### config.mk
export PLATFORM = sky130hd
export DESIGN_NAME = piece_bag_generator
export DESIGN_NICKNAME = d
export VERILOG_FILES = /design/src/rtl/piece_bag_pkg.sv /design/src/rtl/piece_bag_bag_select.sv /design/src/rtl/piece_bag_generator.sv
export SDC_FILE = /design/constraint.sdc
export NUM_CORES = 1
export LEC_CHECK = 0
export CELL_PAD_IN_SITES_DETAIL_PLACEMENT = 1
export CELL_PAD_IN_SITES_GLOBAL_PLACEMENT = 1
export CORE_UTILIZATION = 35
export CTS_CLUSTER_DIAMETER = 120
export DETAILED_ROUTE_END_ITERATION = 8
export PLACE_DENSITY_LB_ADDON = 0.1
export RECOVER_POWER = 50
export SLEW_MARGIN = 25
export SYNTH_ARGS = -nofsm -noshare
export SYNTH_HDL_FRONTEND = slang
export SYNTH_SLANG_ARGS = --single-unit
### constraint.sdc
create_clock -name clk_i -period 20.9 [get_ports clk_i]
set_input_delay 4.18 -clock clk_i [delete_from_list [all_inputs] [get_ports clk_i]]
set_output_delay 4.18 -clock clk_i [all_outputs]
set_load 0.01 [all_outputs]
### src/rtl/piece_bag_pkg.sv
// Shared types and constants for the 7-bag tetromino generator.
package piece_bag_pkg;

  typedef enum logic [2:0] {
    PIECE_I = 3'd0,
    PIECE_O = 3'd1,
    PIECE_T = 3'd2,
    PIECE_S = 3'd3,
    PIECE_Z = 3'd4,
    PIECE_J = 3'd5,
    PIECE_L = 3'd6
  } piece_e;

  localparam logic [6:0] BAG_FULL  = 7'h7F;
  localparam int         PIECE_NUM = 7;

  // Number of undrawn pieces left in a bag mask.
  function automatic logic [2:0] bag_popcount(input logic [6:0] mask);
    logic [2:0] c;
    c = 3'd0;
    for (int b = 0; b < PIECE_NUM; b++) c = c + {2'd0, mask[b]};
    return c;
  endfunction

endpackage

### src/rtl/piece_bag_bag_select.sv
// Combinational draw step: picks the k-th undrawn piece, k = rand mod cnt,
// and produces the bag mask/count that follow the draw.
module bag_select
  import piece_bag_pkg::*;
(
  input  logic [6:0] mask_i,
  input  logic [7:0] rand_i,
  output logic [2:0] piece_o,
  output logic [6:0] mask_o,
  output logic [2:0] cnt_o
);

  logic [2:0] cnt;
  logic [2:0] k;
  piece_e     pick;
  logic [6:0] cleared;

  assign cnt = bag_popcount(mask_i);

  // Reduce the random byte modulo the live count (1..7) with constant divisors.
  always_comb begin
    k = 3'd0;
    case (cnt)
      3'd2:    k = 3'(rand_i % 8'd2);
      3'd3:    k = 3'(rand_i % 8'd3);
      3'd4:    k = 3'(rand_i % 8'd4);
      3'd5:    k = 3'(rand_i % 8'd5);
      3'd6:    k = 3'(rand_i % 8'd6);
      3'd7:    k = 3'(rand_i % 8'd7);
      default: k = 3'd0;
    endcase
  end

  // Walk the mask from bit 0 up and take the k-th set bit.
  always_comb begin
    logic [2:0] seen;
    logic       found;
    pick  = PIECE_I;
    seen  = 3'd0;
    found = 1'b0;
    for (int b = 0; b < PIECE_NUM; b++) begin
      if (mask_i[b]) begin
        if (!found && seen == k) begin
          pick  = piece_e'(3'(b));
          found = 1'b1;
        end
        seen = seen + 3'd1;
      end
    end
  end

  // Clear the drawn bit; an emptied bag reloads at the same edge.
  always_comb begin
    cleared = mask_i & ~(7'd1 << pick);
    if (cleared == 7'd0) begin
      mask_o = BAG_FULL;
      cnt_o  = 3'd7;
    end else begin
      mask_o = cleared;
      cnt_o  = cnt - 3'd1;
    end
  end

  assign piece_o = pick;

endmodule

### src/rtl/piece_bag_generator.sv
// 7-bag piece generator with a shift-register preview queue and a
// valid/yumi pop interface. All outputs come straight from registers.
module piece_bag_generator
  import piece_bag_pkg::*;
#(
  parameter int width_p       = 32,
  parameter int queue_depth_p = 4
) (
  input  logic                           clk_i,
  input  logic                           reset_i,
  input  logic [width_p-1:0]             random_i,
  output logic                           piece_v_o,
  output logic [2:0]                     piece_o,
  input  logic                           yumi_i,
  output logic [queue_depth_p-1:0][2:0]  preview_o,
  output logic [queue_depth_p-1:0]       preview_v_o,
  output logic [2:0]                     bag_remaining_o
);

  localparam int OW = $clog2(queue_depth_p + 1);

  logic [6:0]                    mask_r, mask_n;
  logic [2:0]                    cnt_r, cnt_n;
  logic [OW-1:0]                 occ_r, occ_n, wpos;
  logic [queue_depth_p-1:0][2:0] q_r, q_n;
  logic [queue_depth_p-1:0]      v_r, v_n;
  logic [2:0]                    sel_piece;
  logic                          pop, draw;

  // Only the low byte of the random word matters.
  generate
    if (width_p > 8) begin : g_unused
      logic unused_hi;
      assign unused_hi = ^random_i[width_p-1:8];
    end
  endgenerate

  // A pop while empty is ignored; a pop always frees room for a draw.
  assign pop  = yumi_i & v_r[0];
  assign draw = (int'(occ_r) < queue_depth_p) | pop;
  assign wpos = occ_r - OW'(pop);

  bag_select u_sel (
    .mask_i  (mask_r),
    .rand_i  (random_i[7:0]),
    .piece_o (sel_piece),
    .mask_o  (mask_n),
    .cnt_o   (cnt_n)
  );

  // Per-entry next state: shift down on pop, then land the new draw at wpos.
  generate
    for (genvar i = 0; i < queue_depth_p; i++) begin : g_ent
      localparam logic [OW-1:0] IDX = OW'(i);
      always_comb begin
        q_n[i] = q_r[i];
        v_n[i] = v_r[i];
        if (pop) begin
          if (i == queue_depth_p - 1) begin
            q_n[i] = 3'd0;
            v_n[i] = 1'b0;
          end else begin
            q_n[i] = q_r[(i+1) % queue_depth_p];
            v_n[i] = v_r[(i+1) % queue_depth_p];
          end
        end
        if (draw && wpos == IDX) begin
          q_n[i] = sel_piece;
          v_n[i] = 1'b1;
        end
      end
    end
  endgenerate

  // Occupancy moves by draw minus pop.
  always_comb begin
    occ_n = occ_r;
    if (draw && !pop)      occ_n = occ_r + OW'(1);
    else if (!draw && pop) occ_n = occ_r - OW'(1);
  end

  // State registers; reset drops the queue and refills the bag.
  always_ff @(posedge clk_i) begin
    if (reset_i) begin
      mask_r <= BAG_FULL;
      cnt_r  <= 3'd7;
      occ_r  <= '0;
      q_r    <= '0;
      v_r    <= '0;
    end else begin
      occ_r <= occ_n;
      q_r   <= q_n;
      v_r   <= v_n;
      if (draw) begin
        mask_r <= mask_n;
        cnt_r  <= cnt_n;
      end
    end
  end

  assign piece_v_o       = v_r[0];
  assign piece_o         = q_r[0];
  assign preview_o       = q_r;
  assign preview_v_o     = v_r;
  assign bag_remaining_o = cnt_r;

endmodule

==> impl_metrics.yaml <==
synth:
  synth.distinct_cells: 81
  ys_ff_latch: 29
  synth_edf_count: 0
  yosysMostFrequentCell: "nand2_1"
  ys_warn_count: 0
  syn_area_per_cell_sq_um: 7.56
  yosys.area.top_type_share_pct: 15.0
  synth_top_cell_by_area: "dfxtp_1"
  synth_nets: 589
  async_reset_ff_share_pct: 0
  syn_inst: 513
  synthTopCellsByCount: "nand2_1, nor2_1, ha_1"
  synth-main-ff-cell: "dfxtp_1"
  netlist_area_sq_mm: 0.00388
  yosys-top-cells-area: "dfxtp_1, ha_1, nand2_1"
  ys_seq_area_share_pct: 15.0
clock_network:
  post_cts.repair.setup_buffers: 0
  clock_latency_ps: 280
  cts.path.max_buffers: 2
  cts.sinks: 29
  root_buffer: "clkbuf_8"
  tritoncts.num_buffers: 5
  clk_pin_slew_ps: 70
  cts_tree: "done"
  htree_num_levels: 2
  cts_resized: 0
  cts_hold_buffers: 0
grt:
  first_global_vias: 3830
  grt-ovfl-total: 0
  antenna_found_initial: 0
  grt_start_max_net_pins: 29
  grt_usage_pct: 20.4
  grt_pass1_wl_microns: 18900
sta:
  fin_skew_ps: 6.32
  max_freq_mhz: 55.3
  finalHoldViolations: 0
  slew_headroom_pct: 47.1
  setup-tns-final_ps: 0
  fin_crit_sh_pct: 86.5
  tightestPinTransition_ps: 788
  drv_slew: 0
  setup_viol: 0
  min_period_ps: 18080
  rsz0062_at_grt: "no"
run_status:
  outcome: "finished, final reports clean"
placed_design:
  place_hpwl_microns: 8920
  gp_congestion: 0.803
  place.port_buffers: 33
setup_path:
  path_class: "in2reg"
  cp_common_cell: "ha_1"
  crit_arrival_ps: 18240
  cp-start-kind: "input pin"
  cp_max_fo: 9
  required_ps: 21060
  slowest_delay_ps: 640
  crit_slowest_cell: "nor2b_1"
  critPathCaptureType: "register"
detailed_routing:
  viasPerCell: 5.62
  drc: 0
  drt_wl_total_microns: 11200
  detail-route-antenna-nets: 0
  wl_per_cell_microns: 16.5
  drt_pass1_iterations: 4
  drt-initial-drc-count: 140
  vias: 3796
finish:
  fillers: 1340
  regArea_sq_um: 581
  synthToLayoutAreaGrowth_pct: 13.4
  drive_gt1_share_pct: 8.96
  layout.nets: 611
  diodes: 0
  multi_input_area_sq_mm: 0.00308
flow_run:
  drv_cap: 0
die:
  die_w_microns: 107
  ioPinCount: 58
  die_y_microns: 107
  core-area_sq_mm: 0.0108
  dieArea_sq_mm: 0.0115
  start_util_pct: 35.9
  floorplan.rows: 38
hold_path:
  hp-class: "reg2reg"
-- worst max-delay path, delay by kind of cell --
family                     cells  cell delay [ps]
xor gates and xnor gates       1              510
and+or+nand+nor               16             4480
AOI/OAI and AO/OA             24             5300
buffers and inverters          1              450
muxes                          3             1150
adders and majority gates      7             2160
-- layout by cell type (no fill, tap or decap), types with 3 or more instances in the layout --
| master | instances |
|---|---|
| ha_1 | 36 |
| or2_2 | 6 |
| clkbuf_8 | 7 |
| nor2_1 | 47 |
| dfxtp_1 | 29 |
| o21a_1 | 10 |
| xnor2_1 | 15 |
| a311oi_1 | 13 |
| dlygate4sd3_1 | 24 |
| nand2_1 | 76 |
| nand3_1 | 19 |
| or3_1 | 11 |
| nand4_1 | 4 |
| o31ai_1 | 3 |
| fa_1 | 5 |
| inv_1 | 31 |
| a21oi_4 | 3 |
| nand2b_1 | 3 |
| o31ai_2 | 3 |
| nand3b_1 | 4 |
| a211oi_1 | 6 |
| o31a_1 | 3 |
| nor3_1 | 16 |
| o21ai_0 | 20 |
| xor2_1 | 6 |
| and2_1 | 7 |
| a21oi_1 | 25 |
| o211ai_1 | 6 |
| mux2i_1 | 5 |
| a31oi_1 | 4 |
| o22ai_1 | 3 |
| clkdlybuf4s50_1 | 9 |
| and3_1 | 7 |
| o32a_1 | 4 |
| a21o_1 | 4 |
-- kinds of logic after synthesis --
kind of cell / count (synthesis) / synth area share [%]
flip-flops: 29 / 15.0
buffers and inverters: 51 / 5.52
XOR/XNOR: 24 / 6.32
multiplexers: 9 / 2.94
adder cells (fa/ha/maj): 42 / 14.5
AND/OR/NAND/NOR: 218 / 27.5
AO/OA/AOI/OAI: 140 / 28.2
-- final cells by class --
cell class | count | share of cell area (%)
multi-input cells | 433 | 70.1
flip-flops and latches | 29 | 13.2
repair buffers | 34 | 7.68
well taps | 140 | 3.98
inverters | 32 | 2.73
clock buffers | 7 | 2.19
clock inverters | 1 | 0.114
-- final timing paths --
path | start | endpoint | slack, ps | cells past startpoint
hold / removal | preview_v_o[3]$_SDFFE_PP0P_ | preview_v_o[3]$_SDFFE_PP0P_ | 470 | 2
setup reg to reg | mask_r[0]$_SDFFE_PP1P_ | bag_remaining_o[2]$_SDFFE_PP1P_ | 3230 | 65
setup / recovery | random_i[6] | bag_remaining_o[2]$_SDFFE_PP1P_ | 2820 | 52
hold reg to reg | preview_v_o[3]$_SDFFE_PP0P_ | preview_v_o[3]$_SDFFE_PP0P_ | 470 | 2
-- stage by stage --
step	setup WS, ps	area [sq um]	hold slack (ps)	instances	utilization, %
CTS	2790	4400	477	676	40.7
global route	1690	4400	506	676	40.7
detailed placement	2530	4300	465	668	39.8
finish	2820	4400	472	676	40.7
global placement	2830	4300	461	668	39.8
floorplan	5400	3880	463	513	-
-- layer usage --
metal	wire length [microns]	track usage [%]	share of wire, %	up-vias
met5	0	0	0	-
met2	4960	33.1	44	39
met1	5920	29.5	53	1823
met4	63	3.23	0.56	0
li1	-	-	-	1928
met3	224	2.18	2.0	6
-- state kept, by name, summed over array words and instances (netlist names) --
register	count
bag_remaining_o	3
mask_r	7
occ_r	3
piece_o	3
preview_o	9
preview_v_o	4
Power is not shown: default switching activity piles up to over one toggle a cycle in this logic, so the estimate is an artifact.
